**src/rtl/alu_serial_pkg.sv**
```systemverilog
// Shared definitions for the digit-serial ALU: opcode encoding, FSM states,
// flag bundle and a small opcode classification helper.
package alu_serial_pkg;

  // Digit width processed per clock by the serial datapath.
  localparam int DIGIT_W = 4;

  // Opcode encoding is identical to the legacy combinational ALU so the
  // existing instruction decoder can drive this block unchanged.
  typedef enum logic [2:0] {
    ALU_AI  = 3'd0,
    ALU_BI  = 3'd1,
    ALU_ADC = 3'd2,
    ALU_ROL = 3'd3,
    ALU_ROR = 3'd4,
    ALU_ORA = 3'd5,
    ALU_EOR = 3'd6,
    ALU_AND = 3'd7
  } alu_op_e;

  // Sequencer states.
  typedef enum logic [1:0] {
    ST_IDLE = 2'd0,
    ST_RUN  = 2'd1,
    ST_DONE = 2'd2
  } alu_state_e;

  // Flag bundle presented alongside the result.
  typedef struct packed {
    logic c;
    logic n;
    logic z;
    logic v;
  } alu_flags_t;

  // Ops that need no digit loop: the result is formed whole at accept time.
  function automatic logic is_single_cycle(input alu_op_e op_i);
    return op_i inside {ALU_AI, ALU_BI, ALU_ROL, ALU_ROR};
  endfunction

endpackage

```
**src/rtl/alu_digit.sv**
```systemverilog
// Combinational 4-bit ALU slice: binary/BCD add and bitwise logic for one digit.
// Also exposes the carry into bit 3 and the uncorrected carry out of bit 3 so
// the caller can form signed overflow from the raw binary sum.
module alu_digit
  import alu_serial_pkg::*;
(
  input  logic [3:0] a,
  input  logic [3:0] b,
  input  logic       cin,
  input  alu_op_e    op,
  input  logic       dec,
  input  logic       sub,
  output logic [3:0] result,
  output logic       cout,
  output logic       c3,
  output logic       c4
);

  logic [4:0] w_sum;

  assign w_sum = {1'b0, a} + {1'b0, b} + {4'd0, cin};

  // Carry into bit 3 recovered from the sum bit and its two addend bits.
  assign c3 = a[3] ^ b[3] ^ w_sum[3];
  assign c4 = w_sum[4];

  // Select the digit result; decimal correction applies to ADC only, all
  // other ops keep the plain binary carry so the chain matches legacy flags.
  always_comb begin
    result = w_sum[3:0];
    cout   = w_sum[4];
    case (op)
      ALU_ORA: result = a | b;
      ALU_EOR: result = a ^ b;
      ALU_AND: result = a & b;
      ALU_ADC: begin
        if (dec) begin
          if (!sub) begin
            // BCD add: any sum past 9 wraps by adding 6 and carries.
            if (w_sum > 5'd9) begin
              result = w_sum[3:0] + 4'd6;
              cout   = 1'b1;
            end else begin
              cout   = 1'b0;
            end
          end else begin
            // BCD subtract (b is the ones' complement): no binary carry means
            // a borrow, so fold the digit back into 0..9 by adding 10.
            if (!w_sum[4]) begin
              result = w_sum[3:0] + 4'd10;
              cout   = 1'b0;
            end else begin
              cout   = 1'b1;
            end
          end
        end
      end
      default: ;
    endcase
  end

endmodule

```
**src/rtl/alu_serial.sv**
```systemverilog
// Digit-serial ALU. Accepts a request over a valid/ready handshake, runs
// arithmetic/logic ops one 4-bit digit per clock (LSB first) through a single
// alu_digit slice, and holds the result and flags until the consumer takes it.
module alu_serial
  import alu_serial_pkg::*;
#(
  parameter int WIDTH = 8
)
(
  input  logic             clk,
  input  logic             reset_n,
  input  logic             in_valid,
  output logic             in_ready,
  input  logic [WIDTH-1:0] ai,
  input  logic [WIDTH-1:0] mi,
  input  logic             ci,
  input  logic             mem_bi,
  input  logic             inv_bi,
  input  logic             dec,
  input  logic [2:0]       op,
  output logic             out_valid,
  input  logic             out_ready,
  output logic [WIDTH-1:0] out,
  output logic             c,
  output logic             n,
  output logic             z,
  output logic             v
);

  localparam int DIGITS = WIDTH / DIGIT_W;
  localparam int KW     = (DIGITS > 1) ? $clog2(DIGITS) : 1;
  localparam logic [KW-1:0] K_LAST = KW'(DIGITS - 1);

  // Reject widths the digit loop cannot cover exactly.
  generate
    if ((WIDTH % 4) != 0 || WIDTH < 8) begin : g_bad_width
      $error("alu_serial: WIDTH must be a multiple of 4 and at least 8");
    end
  endgenerate

  alu_state_e       r_state;
  alu_state_e       w_state_next;
  logic             r_alive;

  // Captured request and digit engine state.
  logic [WIDTH-1:0] r_a;
  logic [WIDTH-1:0] r_b;
  logic [WIDTH-1:0] r_acc;
  logic             r_cy;
  logic             r_dec;
  logic             r_sub;
  alu_op_e          r_op;
  logic [KW-1:0]    r_k;

  // Presented result and flags.
  logic [WIDTH-1:0] r_out;
  alu_flags_t       r_flags;

  logic             w_accept;
  logic             w_last;
  alu_op_e          w_op;
  logic [WIDTH-1:0] w_bi;
  logic [WIDTH:0]   w_bin;
  logic [WIDTH-1:0] w_short_res;
  logic             w_short_c;
  logic             w_short_v;
  logic [3:0]       w_d_res;
  logic             w_d_cout;
  logic             w_d_c3;
  logic             w_d_c4;
  logic [WIDTH-1:0] w_acc_next;

  assign w_op     = alu_op_e'(op);
  assign w_bi     = (mi & {WIDTH{mem_bi}}) ^ {WIDTH{inv_bi}};
  assign w_bin    = {1'b0, ai} + {1'b0, w_bi} + {{WIDTH{1'b0}}, ci};
  assign w_accept = in_ready && in_valid;
  assign w_last   = (r_k == K_LAST);

  // Whole-word results for the ops that skip the digit loop. Carry and
  // overflow still come from the full binary sum so flags stay legacy-compatible.
  always_comb begin
    w_short_res = ai;
    w_short_c   = w_bin[WIDTH];
    w_short_v   = ai[WIDTH-1] ^ w_bi[WIDTH-1] ^ w_bin[WIDTH-1] ^ w_bin[WIDTH];
    case (w_op)
      ALU_BI:  w_short_res = w_bi;
      ALU_ROL: begin
        w_short_res = {ai[WIDTH-2:0], ci};
        w_short_c   = ai[WIDTH-1];
      end
      ALU_ROR: begin
        w_short_res = {ci, ai[WIDTH-1:1]};
        w_short_c   = ai[0];
      end
      default: ;
    endcase
  end

  // The single digit slice always works on the low digit of the shifting operands.
  alu_digit u_digit (
    .a      (r_a[3:0]),
    .b      (r_b[3:0]),
    .cin    (r_cy),
    .op     (r_op),
    .dec    (r_dec),
    .sub    (r_sub),
    .result (w_d_res),
    .cout   (w_d_cout),
    .c3     (w_d_c3),
    .c4     (w_d_c4)
  );

  // New digits enter at the top; after DIGITS shifts digit 0 sits at bit 0.
  assign w_acc_next = {w_d_res, r_acc[WIDTH-1:4]};

  // State register.
  always_ff @(posedge clk or negedge reset_n) begin
    if (!reset_n) begin
      r_state <= ST_IDLE;
    end else begin
      r_state <= w_state_next;
    end
  end

  // Next-state logic.
  always_comb begin
    w_state_next = r_state;
    case (r_state)
      ST_IDLE: begin
        if (w_accept) begin
          w_state_next = is_single_cycle(w_op) ? ST_DONE : ST_RUN;
        end
      end
      ST_RUN: begin
        if (w_last) begin
          w_state_next = ST_DONE;
        end
      end
      ST_DONE: begin
        if (out_ready) begin
          w_state_next = ST_IDLE;
        end
      end
      default: w_state_next = ST_IDLE;
    endcase
  end

  // Handshake outputs; in_ready waits for the first edge after reset release.
  always_comb begin
    in_ready  = (r_state == ST_IDLE) && r_alive;
    out_valid = (r_state == ST_DONE);
  end

  // Marks that at least one clock edge has passed since reset release.
  always_ff @(posedge clk or negedge reset_n) begin
    if (!reset_n) begin
      r_alive <= 1'b0;
    end else begin
      r_alive <= 1'b1;
    end
  end

  // Operand capture and per-digit shift/accumulate.
  always_ff @(posedge clk or negedge reset_n) begin
    if (!reset_n) begin
      r_a   <= '0;
      r_b   <= '0;
      r_acc <= '0;
      r_cy  <= 1'b0;
      r_dec <= 1'b0;
      r_sub <= 1'b0;
      r_op  <= ALU_AI;
      r_k   <= '0;
    end else begin
      case (r_state)
        ST_IDLE: begin
          if (w_accept) begin
            r_a   <= ai;
            r_b   <= w_bi;
            r_cy  <= ci;
            r_dec <= dec;
            r_sub <= inv_bi;
            r_op  <= w_op;
            r_k   <= '0;
            r_acc <= '0;
          end
        end
        ST_RUN: begin
          r_a   <= r_a >> DIGIT_W;
          r_b   <= r_b >> DIGIT_W;
          r_cy  <= w_d_cout;
          r_acc <= w_acc_next;
          r_k   <= r_k + 1'b1;
        end
        default: ;
      endcase
    end
  end

  // Result and flag registers: loaded only with a complete result, so a
  // partially computed word is never visible on the outputs.
  always_ff @(posedge clk or negedge reset_n) begin
    if (!reset_n) begin
      r_out   <= '0;
      r_flags <= '0;
    end else begin
      if (r_state == ST_IDLE && w_accept && is_single_cycle(w_op)) begin
        r_out     <= w_short_res;
        r_flags.c <= w_short_c;
        r_flags.n <= w_short_res[WIDTH-1];
        r_flags.z <= ~|w_short_res;
        r_flags.v <= w_short_v;
      end else if (r_state == ST_RUN && w_last) begin
        r_out     <= w_acc_next;
        r_flags.c <= w_d_cout;
        r_flags.n <= w_acc_next[WIDTH-1];
        r_flags.z <= ~|w_acc_next;
        // Overflow from the raw binary top digit, independent of BCD correction.
        r_flags.v <= w_d_c3 ^ w_d_c4;
      end
    end
  end

  assign out = r_out;
  assign c   = r_flags.c;
  assign n   = r_flags.n;
  assign z   = r_flags.z;
  assign v   = r_flags.v;

endmodule
```
**config.mk**
```make
export PLATFORM = sky130hd
export DESIGN_NAME = alu_serial
export DESIGN_NICKNAME = d
export VERILOG_FILES = /design/src/rtl/alu_serial_pkg.sv /design/src/rtl/alu_digit.sv /design/src/rtl/alu_serial.sv
export SDC_FILE = /design/constraint.sdc
export NUM_CORES = 1
export LEC_CHECK = 0
export ABC_AREA = 1
export CORE_ASPECT_RATIO = 0.9
export CORE_MARGIN = 4
export CORE_UTILIZATION = 55
export DETAILED_ROUTE_END_ITERATION = 10
export GPL_ROUTABILITY_DRIVEN = 0
export GPL_TIMING_DRIVEN = 0
export MAX_ROUTING_LAYER = met4
export PLACE_DENSITY = 0.91
export SKIP_LAST_GASP = 1
export SLEW_MARGIN = 10
export SYNTH_ARGS = -nofsm -noshare
export SYNTH_HDL_FRONTEND = slang
export SYNTH_SLANG_ARGS = --single-unit
```
**constraint.sdc**
```tcl
create_clock -name clk -period 3.5 [get_ports clk]
set_input_delay 0.525 -clock clk [delete_from_list [all_inputs] [get_ports clk]]
set_output_delay 0.525 -clock clk [all_outputs]
set_load 0.01 [all_outputs]
```
### After elaboration in Yosys (flattened, before gate mapping)

Index checks and enable logic that the tools add are counted.

* word-level logic and storage cells: 94
* register bits after elaboration: 46
* output and inout bits: 14

* muxes and demuxes: 31
* order comparisons: 1
* reductions and logical operators: 17
* bitwise gates (word level): 11
* add/subtract/negate cells: 7
* equality and inequality tests: 12

Operators with widths (number)
* case mux 8 bit (2 select lines): 3
* 2-to-1 mux 8 bit: 5
* 2-to-1 mux 4 bit: 6
* case mux 8 bit (3 select lines): 1
* case mux 4 bit (4 select lines): 1
* OR reduction 8 bit: 2
* == test 3 bit (second input constant): 4
* adder 8 x 8 -> 9 bit: 1
* adder 9 x 1 -> 9 bit: 1
* bitwise AND 8 bit: 1
* 2-to-1 mux 2 bit: 4
* bitwise XOR 8 bit: 1
* 2-to-1 mux 1 bit: 7
* == test 3 x 2 -> 1 bit (second input constant): 2
* case mux 1 bit (2 select lines): 3
* case mux 2 bit (3 select lines): 1
* bitwise XOR 1 bit: 6
* adder 4 x 4 -> 5 bit: 1
* adder 5 x 1 -> 5 bit: 1
* > comparator 5 x 4 -> 1 bit (second input constant): 1
* logical AND 1 bit: 5
* adder 4 x 3 -> 4 bit (second input constant): 1
* adder 4 bit (second input constant): 1
* bitwise AND 4 bit: 1
* 15 further kinds: 19

### Longest topological paths before layout

* depth in word-level cells: 11
* mapped depth: 22
* gate-level depth less buffers: 22

### Hierarchy

A second synthesis with hierarchy kept.

* cells, all modules: 448
* area, all modules: 3123.0 um^2

Modules (own cells, without submodules)
* alu_serial: instances 1, cells an instance 336, area an instance 2473.6 um^2, seq. area each 1026.0 um^2
* alu_digit: instances 1, cells an instance 112, area an instance 649.4 um^2, seq. area each 0.0 um^2

### Least setup slack after synthesis

No wires, ideal clock.

* kind: register -> register
* start: register r_a[0]
* end: register z (netlist name)
* cell stages (with the launch flop): 19
* path buffers: 0
* arrival time: 2401 ps
* setup slack: 983 ps
* period minus slack after synthesis: 2517 ps
* cells stage by stage: dfrtp_1 fa_1 inv_1 fa_1 ha_1 inv_1 nor2_1 a21oi_4 nand2_2 nand2_2 nand2_2 nand2_1 nand3_1 nand2_1 nand2_2 nand2_1 nor2_1 nor2_1 nor2_1

* word-level cells in the longest chain between the ends: 11
* elaborated cells between the ends (all ways): 17
* classes of those cells: add/sub: 4; order compare: 1; mux: 7; bitwise: 3; reduce/logical: 2

Ends and longest elaborated chain
* start: declaration: RTL line alu_serial.sv:46 `logic [WIDTH-1:0] r_a;`
* start signal: assignment: RTL line alu_serial.sv:178 `r_a <= ai;`
* start signal: assignment: RTL line alu_serial.sv:189 `r_a <= r_a >> DIGIT_W;`
* adder 4 x 4 -> 5 bit: RTL line alu_digit.sv:21 `assign w_sum = {1'b0, a} + {1'b0, b} + {4'd0, cin};`
* adder 5 x 1 -> 5 bit: RTL line alu_digit.sv:21
* adder 4 x 3 -> 4 bit (tied with other cells): RTL line alu_digit.sv:41 `result = w_sum[3:0] + 4'd6;`
* 2-to-1 mux 4 bit, on equally long branches: RTL line alu_digit.sv:40, alu_digit.sv:49
* 2-to-1 mux 4 bit: RTL line alu_digit.sv:38 `if (!sub) begin`
* 2-to-1 mux 4 bit: RTL line alu_digit.sv:37 `if (dec) begin`
* case mux 4 bit (4 select lines) (*): RTL line alu_digit.sv:32 `case (op)`
* OR reduction 8 bit (*): RTL line alu_serial.sv:217 `r_flags.z <= ~|w_acc_next;`
* logical NOT 1 bit (*): RTL line alu_serial.sv:217
* 2-to-1 mux 4 bit (*): RTL line alu_serial.sv:213 `end else if (r_state == ST_RUN && w_last) begin`
* 2-to-1 mux 4 bit (*): RTL line alu_serial.sv:207 `if (r_state == ST_IDLE && w_accept && is_single_cycle(w_op)) begin`

Every way passes the cells marked *; elsewhere a longest branch is shown, timed or not. The select of a mux whose other input is x is not followed.
A chain may end at the register's enable or synchronous reset.

### Final worst setup path

* start: register r_a[0]
* end: register z (netlist name)

* word-level cells in the longest chain between the ends: 11
* elaborated cells between the ends (all ways): 17
* classes of those cells: add/sub: 4; order compare: 1; mux: 7; bitwise: 3; reduce/logical: 2

Ends and longest elaborated chain (RTL line)
* adder 4 x 4 -> 5 bit: alu_digit.sv:21
* adder 5 x 1 -> 5 bit: alu_digit.sv:21
* adder 4 x 3 -> 4 bit (tied with other cells): alu_digit.sv:41
* 2-to-1 mux 4 bit, on equally long branches: alu_digit.sv:40, alu_digit.sv:49
* 2-to-1 mux 4 bit: alu_digit.sv:38
* 2-to-1 mux 4 bit: alu_digit.sv:37
* case mux 4 bit (4 select lines) (*): alu_digit.sv:32
* OR reduction 8 bit (*): alu_serial.sv:217
* logical NOT 1 bit (*): alu_serial.sv:217
* 2-to-1 mux 4 bit (*): alu_serial.sv:213
* 2-to-1 mux 4 bit (*): alu_serial.sv:207

Marked as above.

==> impl_metrics.py <==
metrics = {
    "sta": {
        "fmax_ghz": 0.3533,
        "skew_ns": 0.004410,
        "min_period_over_period": 0.8087,
        "finalCriticalPeriod_ns": 2.830,
        "hold_violations": 0,
        "setup_violations": 0,
        "rsz0062_at_grt": "no",
        "finalSetupTns_ns": 0,
        "finalMaxSlewViolations": 0,
        "hold_ws_ns": 0.08306,
    },
    "route": {
        "postRouteAntennaNets": 0,
        "dr.pass1.iters": 6,
        "wl_um": 7426,
        "drcViolationCount": 0,
        "routed_via_density": 5.754,
        "wire_per_inst_um": 15.12,
        "num_vias": 2825,
        "drt_iter0_markers": 276,
    },
    "clock_tree": {
        "clock_path_buffers": 2,
        "numCtsBuffers": 5,
        "clock-root-buffer": "clkbuf_8",
        "cts_hold_buf": 0,
        "path_clk_slew_ns": 0.08,
        "clock-sinks": 41,
        "clk_latency_ns": 0.31,
        "cts_setup_buffers": 0,
        "cts_resized": 0,
        "cts_htree_levels": 2,
        "cts_tree": "built",
    },
    "finish": {
        "final_core_util": 0.6985,
        "syn_to_final_growth_pct": 20.16,
        "stdcell_count": 491,
        "drive_above_1_share": 0.1150,
        "regArea_um2": 1026,
        "fillers": 401,
        "finish.instance_area_um2": 3461,
        "antennaDiodeCount": 0,
        "layout.nets": 473,
        "multi_input_area_um2": 1545,
    },
    "synthesis": {
        "synthCells": 380,
        "synth_area_leaders": "dfrtp_1, nand2_1, ha_1",
        "synth_seq_cells": 41,
        "synth_most_common_cell": "nand2_1",
        "yosys.area.top_type": "dfrtp_1",
        "yosys-top-cells-count": "nand2_1, inv_1, dfrtp_1",
        "yosys_warnings": 0,
        "yosysSeqAreaShare": 0.3562,
        "yosysTopAreaCellShare": 0.3562,
        "syn_area_per_cell_um2": 7.580,
        "synthesis.area_um2": 2880,
        "synth_nets": 427,
        "async_flop_share": 1.000,
        "synth_edf_count": 0,
        "yosysUniqueCellTypes": 36,
        "ys.flop_type": "dfrtp_1",
    },
    "power_and_ir_drop": {
        "vdd.ir_drop.worst_uv": 541.4,
        "p_leak_uw": 0.001696,
        "p_per_area_nw_per_um2": 944.0,
    },
    "floorplanning": {
        "ios": 41,
        "die_h_um": 76.65,
        "fp.dieArea_um2": 6460,
        "design.core.area_um2": 4955,
        "initial_core_util": 0.5813,
        "die_x_um": 84.28,
        "rows": 24,
    },
    "placement": {
        "dpl.cell_count": 484,
        "port_buffers": 38,
        "dp_hpwl_um": 5900,
        "placed_cell_area_um2": 3357,
    },
    "hold_path": {
        "min_path_type": "primary input to async pin",
    },
    "critical_path": {
        "cp.arrival_ns": 3.04,
        "critical_path_class": "flop to flop",
        "crit_path_end_kind": "flop",
        "required_ns": 3.71,
        "cp-start-kind": "flop",
        "worstPathMaxFanout": 5,
    },
    "grt": {
        "grt_pass1_wl_um": 12240,
        "gr-total-overflow": 0,
        "antenna_found_initial": 0,
        "grt_max_degree": 32,
        "gr-usage-all-layers": 0.2384,
        "grt_pass1_vias": 2689,
    },
    "run": {
        "drv_cap": 0,
    },
    "status": {
        "status": "completed",
    },
}
## sequential cells by signal (all words and copies together), names as in the netlist
name / cells
r_sub: 1
r_dec: 1
c: 1
out: 8
r_a: 8
r_b: 8
v: 1
r_k: 1
z: 1
r_acc: 4
r_cy: 1
r_state: 2
r_op: 3
r_alive: 1
## worst paths after layout
| kind | startpoint | end | slack, ns | cells past startpoint |
|---|---|---|---|---|
| min in group clk | out[6] | out[6] | 0.49 | 2 |
| max in group asynchronous | reset_n | r_a[2] | 2.97 | 2 |
| worst min-delay path | reset_n | r_state[0] | 0.08 | 1 |
| worst max-delay path | r_a[0] | z | 0.67 | 18 |
| worst max register to register | r_a[0] | z | 0.67 | 18 |
| worst min register to register | out[6] | out[6] | 0.49 | 2 |
## layer usage
metal | part of all wire | global-route usage | wire, um | vias up
met4 | 0.023 | 0.08039 | 170 | 0
li1 | - | - | - | 1340
met1 | 0.42 | 0.3070 | 3124 | 1294
met2 | 0.46 | 0.3754 | 3414 | 164
met5 | 0 | - | 0 | -
met3 | 0.096 | 0.04930 | 716 | 27
## through the flow
step | power [uW] | setup slack [ns]
after global placement | 2772 | 0.7999
after CTS | 3245 | 0.7124
after floorplan | 2270 | 0.9826
after detailed placement | 2867 | 0.7246
after global routing | 3538 | 0.5672
final | 3267 | 0.6696
## cells in the final DEF (no fill, tap or decap), types with 10 or more instances in the layout
| master | n |
|---|---|
| a21oi_1 | 19 |
| nand2_1 | 79 |
| dfrtp_1 | 41 |
| clkdlybuf4s50_1 | 37 |
| ha_1 | 18 |
| o21ai_0 | 22 |
| nand2_2 | 14 |
| nand3_1 | 10 |
| nor2_1 | 22 |
| inv_1 | 60 |
| o22ai_1 | 20 |
## power breakdown
group	internal [uW]	total, uW	switching (uW)
sequential	690	825	134
combinational	796	2060	1270
clock	207	381	174
## critical path, cell delays in order (launching register included)
cell and delay, ns:
dfrtp_1 0.42, fa_1 0.46, inv_1 0.09, fa_1 0.50, ha_1 0.22, inv_1 0.07
nor2_1 0.06, a21oi_4 0.11, nand2_2 0.08, nand2_2 0.09, nand2_2 0.06, nand2_1 0.05
nand3_1 0.07, nand2_1 0.10, nand2_2 0.08, nand2_1 0.08, nor2_1 0.04, nor2_1 0.09
nor2_1 0.05
## area by class of cell
type                       instances  area share
buffer                            10     0.01663
clock buffer                       5     0.01988
clock inverter                     2     0.01012
inverter                          67     0.07267
multi-input combinational        262      0.4465
sequential                        41      0.2965
tap                               65     0.02350
timing repair buffer              39      0.1142
## cells by family after synthesis
logic type / share of synthesized area
AO/OA/AOI/OAI: 0.1981
XOR/XNOR: 0.02737
adder cells (fa/ha/maj): 0.09210
buffers and inverters: 0.1073
flip-flops: 0.3562
other: 0.001302
AND/OR/NAND/NOR: 0.2176
(Power assumes the default switching activity.)
